## config.mk

```make
export PLATFORM = sky130hd
export DESIGN_NAME = mem_arbiter
export DESIGN_NICKNAME = d
export VERILOG_FILES = /design/src/rtl/mem_arbiter.sv
export SDC_FILE = /design/constraint.sdc
export NUM_CORES = 1
export LEC_CHECK = 0
export ABC_AREA = 1
export BUFFER_PORTS_ARGS = -buffer_cell sky130_fd_sc_hd__clkbuf_2
export CAP_MARGIN = 20
export CORE_MARGIN = 5
export CORE_UTILIZATION = 30
export DETAILED_ROUTE_END_ITERATION = 10
export GPL_TIMING_DRIVEN = 0
export HOLD_SLACK_MARGIN = 0.02
export PLACE_DENSITY = 0.6
export SYNTH_ARGS = -nofsm -noshare
export SYNTH_HDL_FRONTEND = slang
export SYNTH_SLANG_ARGS = --single-unit
```

## constraint.sdc

```tcl
create_clock -name clk -period 3.85 [get_ports clk]
set_input_delay 0.5775 -clock clk [delete_from_list [all_inputs] [get_ports clk]]
set_output_delay 0.5775 -clock clk [all_outputs]
set_load 0.05 [all_outputs]
```

## src/rtl/mem_arbiter.sv

```systemverilog
// mem_arbiter: two-port (CPU / external loader) arbiter in front of a
// single-port word RAM. Each access takes three cycles: IDLE (arbitrate and
// register the request), ACCESS (RAM strobe, grant pulse), RESP (load data
// returned). Byte/halfword stores are lane-replicated with a write mask and
// loads are aligned and sign/zero-extended.
// Build option: define MEM_ARB_ROUND_ROBIN_EN to alternate between
// simultaneous requesters; otherwise the CPU has fixed priority and the
// external port is protected by a starvation counter (STARVE_LIMIT).
module mem_arbiter #(
  parameter int unsigned STARVE_LIMIT = 4,
  parameter int unsigned ADDR_W       = 32
) (
  input  logic              clk,
  input  logic              rst,
  input  logic              cpu_req,
  input  logic              cpu_wr,
  input  logic [ADDR_W-1:0] cpu_addr,
  input  logic [2:0]        cpu_size,
  input  logic [31:0]       cpu_wdata,
  output logic              cpu_gnt,
  output logic              cpu_rvalid,
  output logic              cpu_err,
  output logic [31:0]       cpu_rdata,
  input  logic              ext_req,
  input  logic              ext_wr,
  input  logic [ADDR_W-1:0] ext_addr,
  input  logic [2:0]        ext_size,
  input  logic [31:0]       ext_wdata,
  output logic              ext_gnt,
  output logic              ext_rvalid,
  output logic              ext_err,
  output logic [31:0]       ext_rdata,
  output logic              mem_en,
  output logic              mem_wr,
  output logic [ADDR_W-3:0] mem_addr,
  output logic [3:0]        mem_wmask,
  output logic [31:0]       mem_wdata,
  input  logic [31:0]       mem_rdata
);

  typedef enum logic [1:0] {IDLE, ACCESS, RESP} state_t;

  state_t              state_q;
  logic                win_ext_q;
  logic                load_q;
  logic [1:0]          off_q;
  logic [2:0]          size_q;
  logic                cpu_gnt_q, ext_gnt_q, cpu_err_q, ext_err_q;
  logic                cpu_rvalid_q, ext_rvalid_q;
  logic [31:0]         cpu_rdata_q, ext_rdata_q;
  logic                mem_en_q, mem_wr_q;
  logic [ADDR_W-3:0]   mem_addr_q;
  logic [3:0]          mem_wmask_q;
  logic [31:0]         mem_wdata_q;

  logic                ext_win;
  logic                sel_wr, sel_bad;
  logic [ADDR_W-1:0]   sel_addr;
  logic [2:0]          sel_size;
  logic [31:0]         sel_wdata, sel_rep;
  logic [3:0]          sel_lanes;
  logic [31:0]         ld_shift, ld_fmt;

`ifdef MEM_ARB_ROUND_ROBIN_EN
  logic prio_ext_q;
  assign ext_win = ext_req & (~cpu_req | prio_ext_q);
`else
  localparam logic [3:0] STARVE_LIM = 4'(STARVE_LIMIT);
  logic [3:0] starve_q;
  assign ext_win = ext_req & (~cpu_req | (starve_q >= STARVE_LIM));
`endif

  // Winner's request fields, alignment check, lane mask and store replication
  always_comb begin
    sel_wr    = ext_win ? ext_wr    : cpu_wr;
    sel_addr  = ext_win ? ext_addr  : cpu_addr;
    sel_size  = ext_win ? ext_size  : cpu_size;
    sel_wdata = ext_win ? ext_wdata : cpu_wdata;
    sel_bad   = (sel_size == 3'b011) || (sel_size == 3'b110) || (sel_size == 3'b111) ||
                ((sel_size[1:0] == 2'b01) && sel_addr[0]) ||
                ((sel_size[1:0] == 2'b10) && (sel_addr[1:0] != 2'b00));
    sel_lanes = 4'b1111;
    sel_rep   = sel_wdata;
    case (sel_size[1:0])
      2'b00: begin
        sel_lanes = 4'b0001 << sel_addr[1:0];
        sel_rep   = {4{sel_wdata[7:0]}};
      end
      2'b01: begin
        sel_lanes = sel_addr[1] ? 4'b1100 : 4'b0011;
        sel_rep   = {2{sel_wdata[15:0]}};
      end
      default: ;
    endcase
  end

  // Align returned RAM word and extend according to the registered size
  always_comb begin
    ld_shift = mem_rdata >> {off_q, 3'b000};
    case (size_q)
      3'b000:  ld_fmt = {{24{ld_shift[7]}}, ld_shift[7:0]};
      3'b001:  ld_fmt = {{16{ld_shift[15]}}, ld_shift[15:0]};
      3'b100:  ld_fmt = {24'h0, ld_shift[7:0]};
      3'b101:  ld_fmt = {16'h0, ld_shift[15:0]};
      default: ld_fmt = ld_shift;
    endcase
  end

  // Access FSM with registered strobes, arbitration state and rdata hold
  always_ff @(posedge clk) begin
    if (!rst) begin
      state_q      <= IDLE;
      win_ext_q    <= 1'b0;
      load_q       <= 1'b0;
      off_q        <= '0;
      size_q       <= '0;
      cpu_gnt_q    <= 1'b0;
      ext_gnt_q    <= 1'b0;
      cpu_err_q    <= 1'b0;
      ext_err_q    <= 1'b0;
      cpu_rvalid_q <= 1'b0;
      ext_rvalid_q <= 1'b0;
      cpu_rdata_q  <= '0;
      ext_rdata_q  <= '0;
      mem_en_q     <= 1'b0;
      mem_wr_q     <= 1'b0;
      mem_addr_q   <= '0;
      mem_wmask_q  <= '0;
      mem_wdata_q  <= '0;
`ifdef MEM_ARB_ROUND_ROBIN_EN
      prio_ext_q   <= 1'b0;
`else
      starve_q     <= '0;
`endif
    end else begin
      case (state_q)
        IDLE: begin
          if (cpu_req || ext_req) begin
            state_q     <= ACCESS;
            win_ext_q   <= ext_win;
            load_q      <= ~sel_bad & ~sel_wr;
            off_q       <= sel_addr[1:0];
            size_q      <= sel_size;
            cpu_gnt_q   <= ~ext_win;
            ext_gnt_q   <= ext_win;
            cpu_err_q   <= ~ext_win & sel_bad;
            ext_err_q   <= ext_win & sel_bad;
            mem_en_q    <= ~sel_bad;
            mem_wr_q    <= ~sel_bad & sel_wr;
            mem_addr_q  <= sel_bad ? '0 : sel_addr[ADDR_W-1:2];
            mem_wmask_q <= (~sel_bad & sel_wr) ? sel_lanes : 4'b0000;
            mem_wdata_q <= (~sel_bad & sel_wr) ? sel_rep : '0;
`ifdef MEM_ARB_ROUND_ROBIN_EN
            prio_ext_q  <= ~ext_win;
`else
            if (ext_win)
              starve_q <= '0;
            else if (ext_req && (starve_q != 4'hF))
              starve_q <= starve_q + 4'd1;
`endif
          end
        end
        ACCESS: begin
          state_q      <= RESP;
          cpu_gnt_q    <= 1'b0;
          ext_gnt_q    <= 1'b0;
          cpu_err_q    <= 1'b0;
          ext_err_q    <= 1'b0;
          mem_en_q     <= 1'b0;
          mem_wr_q     <= 1'b0;
          mem_addr_q   <= '0;
          mem_wmask_q  <= '0;
          mem_wdata_q  <= '0;
          cpu_rvalid_q <= load_q & ~win_ext_q;
          ext_rvalid_q <= load_q & win_ext_q;
        end
        RESP: begin
          state_q      <= IDLE;
          cpu_rvalid_q <= 1'b0;
          ext_rvalid_q <= 1'b0;
          if (cpu_rvalid_q) cpu_rdata_q <= ld_fmt;
          if (ext_rvalid_q) ext_rdata_q <= ld_fmt;
        end
        default: state_q <= IDLE;
      endcase
`ifndef MEM_ARB_ROUND_ROBIN_EN
      // A withdrawn ext request forgets any accumulated starvation
      if (!ext_req) starve_q <= '0;
`endif
    end
  end

  // Strobes are masked while rst is low so a reset landing in RESP
  // suppresses the pending rvalid in that same cycle.
  assign cpu_gnt    = cpu_gnt_q    & rst;
  assign ext_gnt    = ext_gnt_q    & rst;
  assign cpu_err    = cpu_err_q    & rst;
  assign ext_err    = ext_err_q    & rst;
  assign cpu_rvalid = cpu_rvalid_q & rst;
  assign ext_rvalid = ext_rvalid_q & rst;
  assign mem_en     = mem_en_q     & rst;
  assign mem_wr     = mem_wr_q     & rst;
  assign mem_wmask  = mem_wmask_q  & {4{rst}};
  assign mem_addr   = mem_addr_q;
  assign mem_wdata  = mem_wdata_q;
  assign cpu_rdata  = cpu_rvalid_q ? ld_fmt : cpu_rdata_q;
  assign ext_rdata  = ext_rvalid_q ? ld_fmt : ext_rdata_q;

endmodule

```

Word level (Yosys, flattened, before mapping)

Cells that the tools add are included.

Input port bits: 172
Memories kept: 0
Register bits: 151
Bits in latches: 0
Memory bits (read-only): 0
Output and inout port bits: 138
Bits in writable memories: 0

Eq/ne operators: 12
Reduce and logical (&&, ||, !) cells: 19
Shift operators: 2
Divide/modulo/power cells: 0
Muxes and demuxes: 37
$mul: 0
Bitwise gates (word level): 22
Order comparisons: 1
Add/subtract/negate cells: 1

Operator list:

| kind                                                               | count |
|---|---|
| 2-to-1 mux 32 bit                                                  | 6 |
| case mux 32 bit (2 select lines)                                   | 2 |
| case mux 32 bit (4 select lines)                                   | 1 |
| 2-to-1 mux 30 bit                                                  | 2 |
| case mux 30 bit (2 select lines)                                   | 1 |
| >> shifter 32 x 5 -> 32 bit                                        | 1 |
| 2-to-1 mux 4 bit                                                   | 5 |
| case mux 1 bit (2 select lines)                                    | 8 |
| case mux 4 bit (2 select lines)                                    | 2 |
| bitwise AND 1 bit                                                  | 15 |
| equality test 3 bit (second input constant)                        | 4 |
| nonzero test 2 bit                                                 | 4 |
| 2-to-1 mux 1 bit                                                   | 7 |
| AND reduction 2 bit                                                | 3 |
| logical OR 1 bit                                                   | 5 |
| inverter 1 bit                                                     | 5 |
| adder 4 x 1 -> 4 bit (second input constant)                       | 1 |
| bitwise AND 4 bit                                                  | 1 |
| equality test 2 x 1 -> 1 bit (second input constant)               | 2 |
| equality test 2 bit (second input constant)                        | 2 |
| greater-or-equal comparator 4 x 3 -> 1 bit (second input constant) | 1 |
| logical NOT 2 bit                                                  | 2 |
| != test 4 bit (second input constant)                              | 1 |
| case mux 2 bit (2 select lines)                                    | 1 |
| other kinds (10)                                                   | 12 |

Longest topological paths before layout

Depth after elaboration: 14
Mapped depth: 13

Worst setup path before layout

No wires, ideal clock.

Path type: input-to-output
Start point: input mem_rdata[31]
End point: output cpu_rdata[25]
Data arrival time: 1,703 ps
Slack: 1,570 ps
Data required time: 3,273 ps
Buffers on the path: 1
Stages: 8
Path through: inv_1 -> o21ai_1 -> o21a_1 -> nand2_1 -> buf_4 -> nand3_2 -> nand2_1 -> nand2_1

Word-level cells in the longest chain between the ends: 3

RTL lines:

| item                             | line | text |
|---|---|---|
| start, declared                  | 38   | `input logic [31:0] mem_rdata` |
| >> shifter 32 x 5 -> 32 bit      | 99   | `ld_shift = mem_rdata >> {off_q, 3'b000};` |
| case mux 32 bit (4 select lines) | 100  | `case (size_q)` |
| 2-to-1 mux 32 bit                | --   |  |
| end, declared                    | 23   | `output logic [31:0] cpu_rdata,` |

No other way between the ends.

Worst setup path in the final report

Start point: register off_q[0]
End point: output cpu_rdata[10]

Word-level cells in the longest chain between the ends: 3

RTL lines:

| item                             | line | text |
|---|---|---|
| start, declared                  | 46   | `logic [1:0] off_q;` |
| start signal, assigned           | 142  | `off_q <= sel_addr[1:0];` |
| >> shifter 32 x 5 -> 32 bit      | 99   |  |
| case mux 32 bit (4 select lines) | 100  |  |
| 2-to-1 mux 32 bit                | --   |  |

No other way between the ends.

==> impl_results.md <==
* Result of the run: finished, final reports clean
* Worst Setup EP: cpu_rdata[10]
* Kind of end point of the critical path: primary output
* CTS tree: done
* Number of CTS-inserted buffers at 17
* Total Routed Length at 31.5 mm
* Cell breakdown of the critical path: inv_2 -> o21ai_1 -> o21a_1 -> nand2_1 -> buf_4 -> nand2_1 -> o21ai_1 -> inv_1 -> clkbuf_2
* Clock-pin slew on the worst setup and hold paths at 0.07 ns
* Final Setup Violations at 0
* Overflow after GRT at 0
* TritonCTS sink count at 151
* FF-to-FF Start: state_q[0]
* Final slew viol count at 0
* First-pass GRT wire length at 48.5 mm
* Leakage Power at 6.14 nW
* Critical Path Start: off_q[0]
* Number of vias per cell at 4.68
* Synth top area cells: dfxtp_1 35%, nand2_1 17%, inv_1 6.2%, o21ai_0 6.0%, o21ai_2 5.8%
* Type of the worst setup path: flip-flop to primary output
* CTS root buf: clkbuf_16
* Start point of the worst min-delay path: ext_addr[10]
* Die height at 179 um
* Post-detailed-route count of antenna-violating nets at 0
* Post-detailed-placement half-perimeter wirelength at 25.2 mm
* DRC violation count after routing at 0
* Number of unique standard cell types used by synthesis at 39
* Setup_tns at 0 ns
* Cts hold-fix bufs at 0
* Combinational group share of total power at 30.3%
* Delay of the slowest critical-path stage at 0.35 ns
* Instance count of the mapped netlist at 1273
* Maximum vdd ir drop at 0.000257 V
* Starting density of the core at 30.5%
* Normalized max-slew margin at 52.3%
* Share of the clock period used by the worst path after layout at 76.5%
* Synth warnings at 0
* Pwr Density at 460 nW/um^2
* Drt initial violations at 670
* Primary FF master, synth: dfxtp_1
* Num rows at 61
* Area used by multi-input combinational logic at 4530 um^2
* Signal arrival time at the worst endpoint at 2.37 ns
* Post-layout min period at 2.95 ns
* Area inside the core boundary at 27900 um^2
* Number of antenna violations at the first check in global routing at 2
* First-pass detailed-route iteration total at 5
* Worst-skew pair later-pin latency at 0.43 ns
* Net Sw Power at 1.93 mW
* Die area at 31900 um^2
* Detailed-routed wire length on met3 at 2.40 mm
* Yosys top cell area share at 35.4%
* Kind of start point of the critical path: flip-flop
* Highest layer used for signal routing: met5
* Die span in x at 179 um
* Reg-to-reg critical path endpoint: cpu_rdata_q[21]
* Count of input and output buffers at 307
* Number of flops mapped to enable cells by yosys at 0
* # nets final at 1775
* Total internal power at 3.21 mW
* Level count of the clock H-tree at 4
* Proportion of register bits with asynchronous set or reset after synthesis at 0%
* Met2 routed WL at 14.8 mm
* Number of global-route vias before repair at 8885
* Register-to-register setup slack at 1.59 ns
* Max Clk Rate at 340 MHz
* Fraction of power consumed by the clock network at 36.2%
* Largest area contributor in the synthesized netlist: dfxtp_1
* Library cell with the highest instance count after synthesis: nand2_1
* Gpl congestion at 0.923
* Number of top-level pins at 310
* Syn-to-layout area delta at 31.1%
* Required time of the worst setup path at 3.27 ns
* Syn_area_per_cell at 6.70 um^2
* Synthesis-stage register bit count at 151
* M1 wire length at 13.4 mm
* Number of buffers on the longest clock path at 2
* Endpoints failing hold at 0
* Type of the tightest min-delay check: input port to flip-flop
* Share of final-layout standard cells stronger than drive strength 1 at 31.6%
* Number of placed cells counting well taps at 1958
* Slew of the pin with the lowest slew margin at 0.715 ns
* Setup repair after global routing missed its margin: no
* Filler cell count in the final layout at 3036
* Synth Cell Area at 8530 um^2
* Register-to-Register Path Depth at 8
* Most common library cells after synthesis: 395 x nand2_1, 151 x dfxtp_1, 140 x inv_1
* Max cap viols at 0
* Post-cts sizing count at 0
* Clock tree skew after final layout at 0.0173 ns
* Syn_nets at 1449
* Seq. cell area at 3020 um^2
* DR WL/cell at 15.8 um
* Sequential share of the synthesized area at 35.4%
* Crit-path slowest cell: dfxtp_1
* Net switching fraction of the power at 37.6%
* GRT Total Usage at 19.5%
* Top fanout value on the critical path at 10
* Largest net degree at the start of global routing at 17
* Reg power frac at 33.5%
* Total number of vias at 9311
* Buffers inserted during post-CTS setup optimization at 0
* Number of standard cells in the layout, taps in and fillers out at 1990
==> layer usage <==
metal / vias up / GRT usage (%)
li1: 4689 / -
met1: 4214 / 24.4
met2: 352 / 32.9
met3: 54 / 4.71
met4: 2 / 6.65
met5: - / 0
==> sequential cells by signal (all words and copies together), names as in the netlist, 2 cells and up <==
register / count
size_q: 3
ext_rdata_q: 32
mem_wmask_q: 4
mem_wdata: 32
mem_addr: 30
cpu_rdata_q: 32
state_q: 2
starve_q: 4
off_q: 2
==> placed cells by master, fill, tap and decap left out, types with 21 or more instances in the layout <==
cell type	netlist	final
inv_1	140	140
o21ai_2	56	56
clkbuf_2	0	307
buf_2	21	21
mux2i_1	30	30
o21ai_0	102	102
or2_2	30	30
nand2_1	395	395
clkbuf_1	35	35
nand3_1	66	66
dfxtp_1	151	151
o21ai_1	40	40
a21oi_1	50	50
nor2_1	70	70
==> critical path: cells and delay by family, from the launching register on <==
family	cells	cell delay, ns
AOI/OAI and AO/OA	3	0.54
buffers and inverters	4	0.72
and+or+nand+nor	2	0.33
DFF	1	0.35
==> worst min path at each step <==
stage / cells after the start / end / slack, ns
floorplan: 2 / starve_q[3] / 0.43
global placement: 2 / mem_addr[22] / 0.44
detailed placement: 2 / mem_wdata[23] / 0.44
CTS: 3 / mem_addr[8] / 0.41
global route: 3 / mem_addr[27] / 0.43
finish: 3 / mem_addr[8] / 0.43
==> layout make-up <==
cell class | instances | share of cell area [%]
Clock inverter | 14 | 1.90
Tap cell | 378 | 4.23
Clock buffer | 17 | 3.81
Antenna cell | 1 | 0.0224
Timing Repair Buffer | 307 | 13.7
Sequential cell | 151 | 27.0
Multi-Input combinational cell | 898 | 40.5
Inverter | 148 | 4.99
Buffer | 76 | 3.73
==> logic make-up after synthesis <==
| family | Yosys count | share of synthesized area, % |
|---|---|---|
| compound gates | 261 | 18.2 |
| buf+inv | 224 | 11.4 |
| flops | 151 | 35.4 |
| simple gates | 602 | 30.8 |
| xor+xnor | 1 | 0.103 |
| fa+ha+maj | 4 | 0.587 |
| mux | 30 | 3.52 |
==> power groups by stage <==
stage               combinational [mW]  clock (mW)  sequential [mW]
finish                            1.56        1.86             1.72
global route                      1.70        1.96             1.74
CTS                               1.56        1.90             1.72
detailed placement                1.55           0             1.76
global placement                  1.54           0             1.75
floorplan                         1.01           0             1.84
==> through the flow <==
| step | hold WS (ns) | power, mW | worst slack [ns] | area (um^2) | util [%] |
|---|---|---|---|---|---|
| floorplan | 0.430 | 2.85 | 1.57 | 8530 | - |
| global placement | 0.441 | 3.29 | 1.09 | 10500 | 37.7 |
| detailed placement | 0.445 | 3.31 | 1.09 | 10500 | 37.7 |
| CTS | 0.414 | 5.18 | 0.905 | 11200 | 40.0 |
| global route | 0.426 | 5.39 | 0.732 | 11200 | 40.0 |
| finish | 0.425 | 5.14 | 0.905 | 11200 | 40.0 |
No activity file was read; power rests on OpenSTA's default activity.
